==> src/rtl/mac_carry_chain_if.sv <==
// Port bundle between the multiplier-side producer and the carry-chain accumulate stage.
// The producer drives row framing, z_j and the product; the stage returns result words, carry and err.
interface mac_carry_chain_if;
  logic        in_valid;
  logic        in_sop;
  logic        in_eop;
  logic [31:0] z_in;
  logic [63:0] p;
  logic        out_valid;
  logic        out_sop;
  logic        out_eop;
  logic [31:0] z_out;
  logic        carry_valid;
  logic [31:0] carry_out;
  logic        err;

  modport master (
    output in_valid, in_sop, in_eop, z_in, p,
    input  out_valid, out_sop, out_eop, z_out, carry_valid, carry_out, err
  );

  modport slave (
    input  in_valid, in_sop, in_eop, z_in, p,
    output out_valid, out_sop, out_eop, z_out, carry_valid, carry_out, err
  );
endinterface

==> src/rtl/mac_carry_chain.sv <==
// Word-serial (carry, z_j) = x_i*y_j + z_j + carry stage behind the fixed-latency multiplier.
// state  | meaning: S_IDLE = waiting for a row sop; S_ROW = inside a row, cnt_q words accepted.
module mac_carry_chain #(
  parameter int MUL_LATENCY = 5,
  parameter int ROW_WORDS   = 128
) (
  input  logic               clk,
  input  logic               rst,
  mac_carry_chain_if.slave   bus
);

  localparam int CW = $clog2(ROW_WORDS + 1);
  localparam logic [CW-1:0] LAST_POS = CW'(ROW_WORDS);

  typedef enum logic [0:0] {S_IDLE, S_ROW} state_t;

  state_t state_q, state_d;

  logic [MUL_LATENCY-1:0]        dv_q, dv_d;
  logic [MUL_LATENCY-1:0]        dsop_q, dsop_d;
  logic [MUL_LATENCY-1:0]        deop_q, deop_d;
  logic [MUL_LATENCY-1:0][31:0]  dz_q, dz_d;

  logic [CW-1:0] cnt_q, cnt_d;
  logic [31:0]   carry_q, carry_d;
  logic          err_q, err_d;
  logic          out_valid_q, out_valid_d;
  logic          out_sop_q, out_sop_d;
  logic          out_eop_q, out_eop_d;
  logic [31:0]   z_out_q, z_out_d;
  logic          carry_valid_q, carry_valid_d;
  logic [31:0]   carry_out_q, carry_out_d;

  logic          d_valid, d_sop, d_eop;
  logic [31:0]   d_z;
  logic [63:0]   sum;
  logic [CW-1:0] pos;
  logic          accept;

  // Framing and z_j ride a shift line so they meet p exactly MUL_LATENCY cycles later.
  always_comb begin
    dv_d   = dv_q;
    dsop_d = dsop_q;
    deop_d = deop_q;
    dz_d   = dz_q;
    dv_d[0]   = bus.in_valid;
    dsop_d[0] = bus.in_sop;
    deop_d[0] = bus.in_eop;
    dz_d[0]   = bus.z_in;
    for (int i = 1; i < MUL_LATENCY; i++) begin
      dv_d[i]   = dv_q[i-1];
      dsop_d[i] = dsop_q[i-1];
      deop_d[i] = deop_q[i-1];
      dz_d[i]   = dz_q[i-1];
    end
  end

  assign d_valid = dv_q[MUL_LATENCY-1];
  assign d_sop   = dsop_q[MUL_LATENCY-1];
  assign d_eop   = deop_q[MUL_LATENCY-1];
  assign d_z     = dz_q[MUL_LATENCY-1];

  // Cannot overflow: (2^32-1)^2 + 2*(2^32-1) = 2^64-1.
  assign sum = bus.p + {32'h0, d_z} + {32'h0, (d_sop ? 32'h0 : carry_q)};
  assign pos = d_sop ? CW'(1) : cnt_q + CW'(1);

  always_comb begin
    state_d       = state_q;
    cnt_d         = cnt_q;
    carry_d       = carry_q;
    err_d         = err_q;
    out_valid_d   = 1'b0;
    out_sop_d     = 1'b0;
    out_eop_d     = 1'b0;
    carry_valid_d = 1'b0;
    z_out_d       = z_out_q;
    carry_out_d   = carry_out_q;
    accept        = 1'b0;

    if (d_valid) begin
      if (d_sop || (state_q == S_ROW)) begin
        accept = 1'b1;
      end else begin
        err_d = 1'b1;
      end
      if (d_sop && (state_q == S_ROW)) begin
        err_d = 1'b1;
      end
    end

    if (accept) begin
      out_valid_d = 1'b1;
      out_sop_d   = d_sop;
      out_eop_d   = d_eop;
      z_out_d     = sum[31:0];
      carry_d     = sum[63:32];
      if (d_eop) begin
        carry_out_d   = sum[63:32];
        carry_valid_d = 1'b1;
        state_d       = S_IDLE;
        cnt_d         = '0;
        if (pos != LAST_POS) begin
          err_d = 1'b1;
        end
      end else if (pos == LAST_POS) begin
        // Row is full but eop never came: drop the rest until the next sop.
        err_d   = 1'b1;
        state_d = S_IDLE;
        cnt_d   = '0;
      end else begin
        state_d = S_ROW;
        cnt_d   = pos;
      end
    end
  end

  always_ff @(posedge clk or posedge rst) begin
    if (rst) begin
      state_q       <= S_IDLE;
      dv_q          <= '0;
      dsop_q        <= '0;
      deop_q        <= '0;
      dz_q          <= '0;
      cnt_q         <= '0;
      carry_q       <= '0;
      err_q         <= 1'b0;
      out_valid_q   <= 1'b0;
      out_sop_q     <= 1'b0;
      out_eop_q     <= 1'b0;
      z_out_q       <= '0;
      carry_valid_q <= 1'b0;
      carry_out_q   <= '0;
    end else begin
      state_q       <= state_d;
      dv_q          <= dv_d;
      dsop_q        <= dsop_d;
      deop_q        <= deop_d;
      dz_q          <= dz_d;
      cnt_q         <= cnt_d;
      carry_q       <= carry_d;
      err_q         <= err_d;
      out_valid_q   <= out_valid_d;
      out_sop_q     <= out_sop_d;
      out_eop_q     <= out_eop_d;
      z_out_q       <= z_out_d;
      carry_valid_q <= carry_valid_d;
      carry_out_q   <= carry_out_d;
    end
  end

  assign bus.out_valid   = out_valid_q;
  assign bus.out_sop     = out_sop_q;
  assign bus.out_eop     = out_eop_q;
  assign bus.z_out       = z_out_q;
  assign bus.carry_valid = carry_valid_q;
  assign bus.carry_out   = carry_out_q;
  assign bus.err         = err_q;

endmodule

==> src/flat_wrapper.sv <==
// flat-port wrapper written by rule: the top's interface ports become plain ports
module mac_carry_chain_flat 
#(
  parameter int MUL_LATENCY = 5,
  parameter int ROW_WORDS   = 128
)
  (clk, rst, bus_in_valid, bus_in_sop, bus_in_eop, bus_z_in, bus_p, bus_out_valid, bus_out_sop, bus_out_eop, bus_z_out, bus_carry_valid, bus_carry_out, bus_err);
  mac_carry_chain_if bus_i ();
  input  logic clk;
  input  logic rst;
  input wire logic [$bits(bus_i.in_valid)-1:0] bus_in_valid;
  input wire logic [$bits(bus_i.in_sop)-1:0] bus_in_sop;
  input wire logic [$bits(bus_i.in_eop)-1:0] bus_in_eop;
  input wire logic [$bits(bus_i.z_in)-1:0] bus_z_in;
  input wire logic [$bits(bus_i.p)-1:0] bus_p;
  output wire logic [$bits(bus_i.out_valid)-1:0] bus_out_valid;
  output wire logic [$bits(bus_i.out_sop)-1:0] bus_out_sop;
  output wire logic [$bits(bus_i.out_eop)-1:0] bus_out_eop;
  output wire logic [$bits(bus_i.z_out)-1:0] bus_z_out;
  output wire logic [$bits(bus_i.carry_valid)-1:0] bus_carry_valid;
  output wire logic [$bits(bus_i.carry_out)-1:0] bus_carry_out;
  output wire logic [$bits(bus_i.err)-1:0] bus_err;
  assign bus_i.in_valid = bus_in_valid;
  assign bus_i.in_sop = bus_in_sop;
  assign bus_i.in_eop = bus_in_eop;
  assign bus_i.z_in = bus_z_in;
  assign bus_i.p = bus_p;
  assign bus_out_valid = bus_i.out_valid;
  assign bus_out_sop = bus_i.out_sop;
  assign bus_out_eop = bus_i.out_eop;
  assign bus_z_out = bus_i.z_out;
  assign bus_carry_valid = bus_i.carry_valid;
  assign bus_carry_out = bus_i.carry_out;
  assign bus_err = bus_i.err;
  mac_carry_chain #(.MUL_LATENCY(MUL_LATENCY), .ROW_WORDS(ROW_WORDS)) u_core (.clk(clk), .rst(rst), .bus(bus_i));
endmodule
==> config.mk <==
export PLATFORM = sky130hd
export DESIGN_NAME = mac_carry_chain_flat
export DESIGN_NICKNAME = d
export VERILOG_FILES = /design/src/rtl/mac_carry_chain_if.sv /design/src/rtl/mac_carry_chain.sv /design/src/flat_wrapper.sv
export SDC_FILE = /design/constraint.sdc
export NUM_CORES = 1
export LEC_CHECK = 0
export BUFFER_PORTS_ARGS = -buffer_cell sky130_fd_sc_hd__buf_2
export CAP_MARGIN = 20
export CORE_MARGIN = 8
export CORE_UTILIZATION = 56
export CTS_CLUSTER_DIAMETER = 50
export DETAILED_ROUTE_END_ITERATION = 6
export GPL_ROUTABILITY_DRIVEN = 0
export HOLD_SLACK_MARGIN = 0.05
export PLACE_DENSITY = 0.79
export SETUP_SLACK_MARGIN = 0.5
export SLEW_MARGIN = 20
export SYNTH_ARGS = -nofsm -noshare
export SYNTH_HDL_FRONTEND = slang
export SYNTH_SLANG_ARGS = --single-unit
==> constraint.sdc <==
create_clock -name clk -period 20.4 [get_ports clk]
set_clock_uncertainty 0.15 [all_clocks]
set_input_delay 4.08 -clock clk [delete_from_list [all_inputs] [get_ports clk]]
set_output_delay 4.08 -clock clk [all_outputs]
set_load 0.01 [all_outputs]
==> results.ini <==
[outcome]
status = complete, no violations

[die]
ios = 170
fp.dieH_um = 162
die_w_um = 162
core_mm2 = 0.0209
dieArea_mm2 = 0.0261
rows = 53
start_util_pct = 56.8

[sta]
relSlewSlack_pct = 35.5
fmax_ghz = 0.140
hold_viol_final = 0
finalMaxSlewViolations = 0
finalSetupViolCount = 0
grt_setup_unrepaired = false
timing.setup.tns_ns = 0
min_period_over_period_pct = 34.9
setup_slack_ns = 13.28
min_period_ns = 7.12
tightest_slew_ns = 0.968

[clocking]
clkLatencyLatePin_ns = 0.55
htree_levels = 1
clock_path_buffers = 3
cts_resized = 0
hold_buffers = 0
path_clk_slew_ns = 0.06
root_buffer = clkbuf_16
cts_num_sinks = 284
post_cts_buffers = 0
cts_made_buffers = 31
cts_tree = built

[layout]
layout.nets = 1327
area_growth_syn_to_layout_pct = 18.3
regArea_mm2 = 0.00711
drive_above_1_share_pct = 22.4
fill_cells = 1524
multi_input_area_mm2 = 0.00449

[run]
drv_cap = 0

[power]
p_seq_share_pct = 41.7
pwr-share-comb_pct = 22.1
powerDensity_mw_per_mm2 = 115
p_sw_mw = 0.485
power.share.switching_pct = 30.0
p_clk_share_pct = 36.2
irDropWorstVdd_v = 0.0000687
p_leak_nw = 6.53
power_mw = 1.62
internal_power_mw = 1.13

[critical_path]
worstSetupEndpointType = flop
critical_path_class = in2reg
regToRegSetupSlack_ns = 15.99
reg2regPathDepth = 14
rr_startpoint = u_core.dsop_q[4]
start_kind = input pin
reg2reg_to = u_core.carry_q[27]
critical_path_peak_fanout = 11
required_ns = 20.64
critPathArrivalTime_ns = 7.36

[global_routing]
antenna_found_initial = 2
grt.overflow.total = 0
grt_pass1_vias = 8121
grt_max_degree = 124
grt_pass1_wl_um = 43300
track_usage_pct = 20.9

[drt]
first_iter_violations = 559
ant_nets = 0
drt_drc_violations_left = 0
drt-wirelength-per-cell_um = 18.6
vias = 7823
drt-pass1-iter-count = 5
drt_wl_total_um = 27100
via_per_inst = 5.36

[synth]
synth_seq_cells = 284
synth_common_cells = dfrtp_1 (284), nand2_1 (150), o21ai_0 (98)
synth_area_mm2 = 0.0119
syn_inst = 997
async_reset_ff_share_pct = 100
synth_flop_cell = dfrtp_1
syn_avg_cell_area_um2 = 11.9
synth_top_area_share_pct = 59.9
yosys.area.top_type = dfrtp_1
yosys_warnings = 0
yosysMostFrequentCell = dfrtp_1
ys_types = 60
syn-num-nets = 1165
synth.area.top_cells = dfrtp_1 (60%), fa_1 (5.6%), nand2_1 (4.7%)
synth_seq_area_share_pct = 59.9
synth_edf_count = 0

[hold_path]
hp-start = u_core.dz_d[94]
hold-path-endpoint = u_core.dz_d[126]
min_path_cells = 0
hp-class = reg2reg

[placed_design]
hpwl_um = 19600
port_buffers = 169
place_ws_ns = 12.68

-- critical path, stage by stage --
cell and delay (ns):
buf_2 0.11, fa_1 0.47, ha_1 0.24, fa_1 0.41
a21oi_1 0.26, o22ai_2 0.14, o2111ai_1 0.38, a311oi_2 0.23
o221ai_2 0.19, buf_4 0.31, nor3_1 0.11, xnor2_1 0.30
o21ai_0 0.13
-- layer usage --
| layer | share of wire, % | wire length [µm] | GRT usage (%) |
|---|---|---|---|
| met1 | 44 | 11900 | 29.1 |
| met5 | 0 | 0 | 0 |
| met4 | 2.8 | 761 | 7.11 |
| met3 | 6.2 | 1670 | 4.02 |
| met2 | 47 | 12700 | 32.4 |
-- power groups by stage --
| stage | combinational [mW] | sequential, mW | clock (mW) |
|---|---|---|---|
| after global routing | 0.394 | 0.685 | 0.619 |
| final | 0.357 | 0.676 | 0.587 |
| after detailed placement | 0.355 | 0.686 | 0 |
| after global placement | 0.345 | 0.682 | 0 |
| after CTS | 0.358 | 0.677 | 0.597 |
| after floorplan | 0.208 | 0.698 | 0 |
-- worst max-delay path by stage --
stage / cells past startpoint / slack [ns] / endpoint / start
after floorplan: 1 / 8.33 / u_core.bus.carry_out[0] / rst
after global placement: 13 / 12.73 / u_core.bus.carry_out[27] / bus_p[1]
after detailed placement: 13 / 12.68 / u_core.bus.carry_out[27] / bus_p[1]
after CTS: 13 / 13.26 / u_core.bus.carry_out[27] / bus_p[1]
after global routing: 11 / 12.97 / u_core.carry_q[22] / bus_p[5]
final: 13 / 13.28 / u_core.carry_q[27] / bus_p[1]
-- stage by stage --
stage | area, µm² | hold WS (ns) | cells | utilization (%)
finish | 14000 | 0.196 | 1459 | 67.1
global route | 14000 | 0.199 | 1459 | 67.1
floorplan | 11900 | 0.181 | 997 | -
detailed placement | 12900 | 0.185 | 1401 | 61.8
CTS | 14000 | 0.197 | 1457 | 67.1
global placement | 12900 | 0.181 | 1401 | 61.8
-- cell usage in the layout (no fill, tap or decap), types with 9 or more instances in the layout --
cell / instances
a21o_1: 9
a21oi_1: 40
and3_1: 13
buf_2: 169
clkbuf_16: 31
dfrtp_1: 284
fa_1: 33
ha_1: 34
inv_1: 20
nand2_1: 149
nand3_1: 23
nand4_1: 13
nor2_1: 25
nor2b_1: 38
o21ai_0: 98
o21ai_1: 23
xnor2_1: 38
xnor2_2: 10
xor2_1: 15
-- area by class of cell --
cell class	instances	share of cell area, %
antenna	2	0.0357
tap	275	2.45
inverter	21	0.616
sequential	284	50.7
clock inverter	19	1.86
multi-input combinational	646	32.0
timing repair buffer	175	6.38
clock buffer	37	5.98
-- state kept, by name, indices dropped and copies added (netlist names) --
register / count
u_core.bus.carry_out: 32
u_core.bus.carry_valid: 1
u_core.bus.err: 1
u_core.bus.out_sop: 1
u_core.bus.out_valid: 1
u_core.bus.z_out: 32
u_core.carry_q: 32
u_core.cnt_q: 8
u_core.d_z: 32
u_core.deop_q: 5
u_core.dsop_q: 5
u_core.dv_q: 5
u_core.dz_d: 128
u_core.state_q: 1
-- cells by family after synthesis --
kind of cell | Yosys count | synth area share (%)
AND/OR/NAND/NOR | 292 | 11.9
flip-flops | 284 | 59.9
AO/OA/AOI/OAI | 224 | 11.3
buffers and inverters | 67 | 2.36
adder cells (fa/ha/maj) | 67 | 9.16
XOR/XNOR | 63 | 5.29
Power figures use the tool's default switching activity.
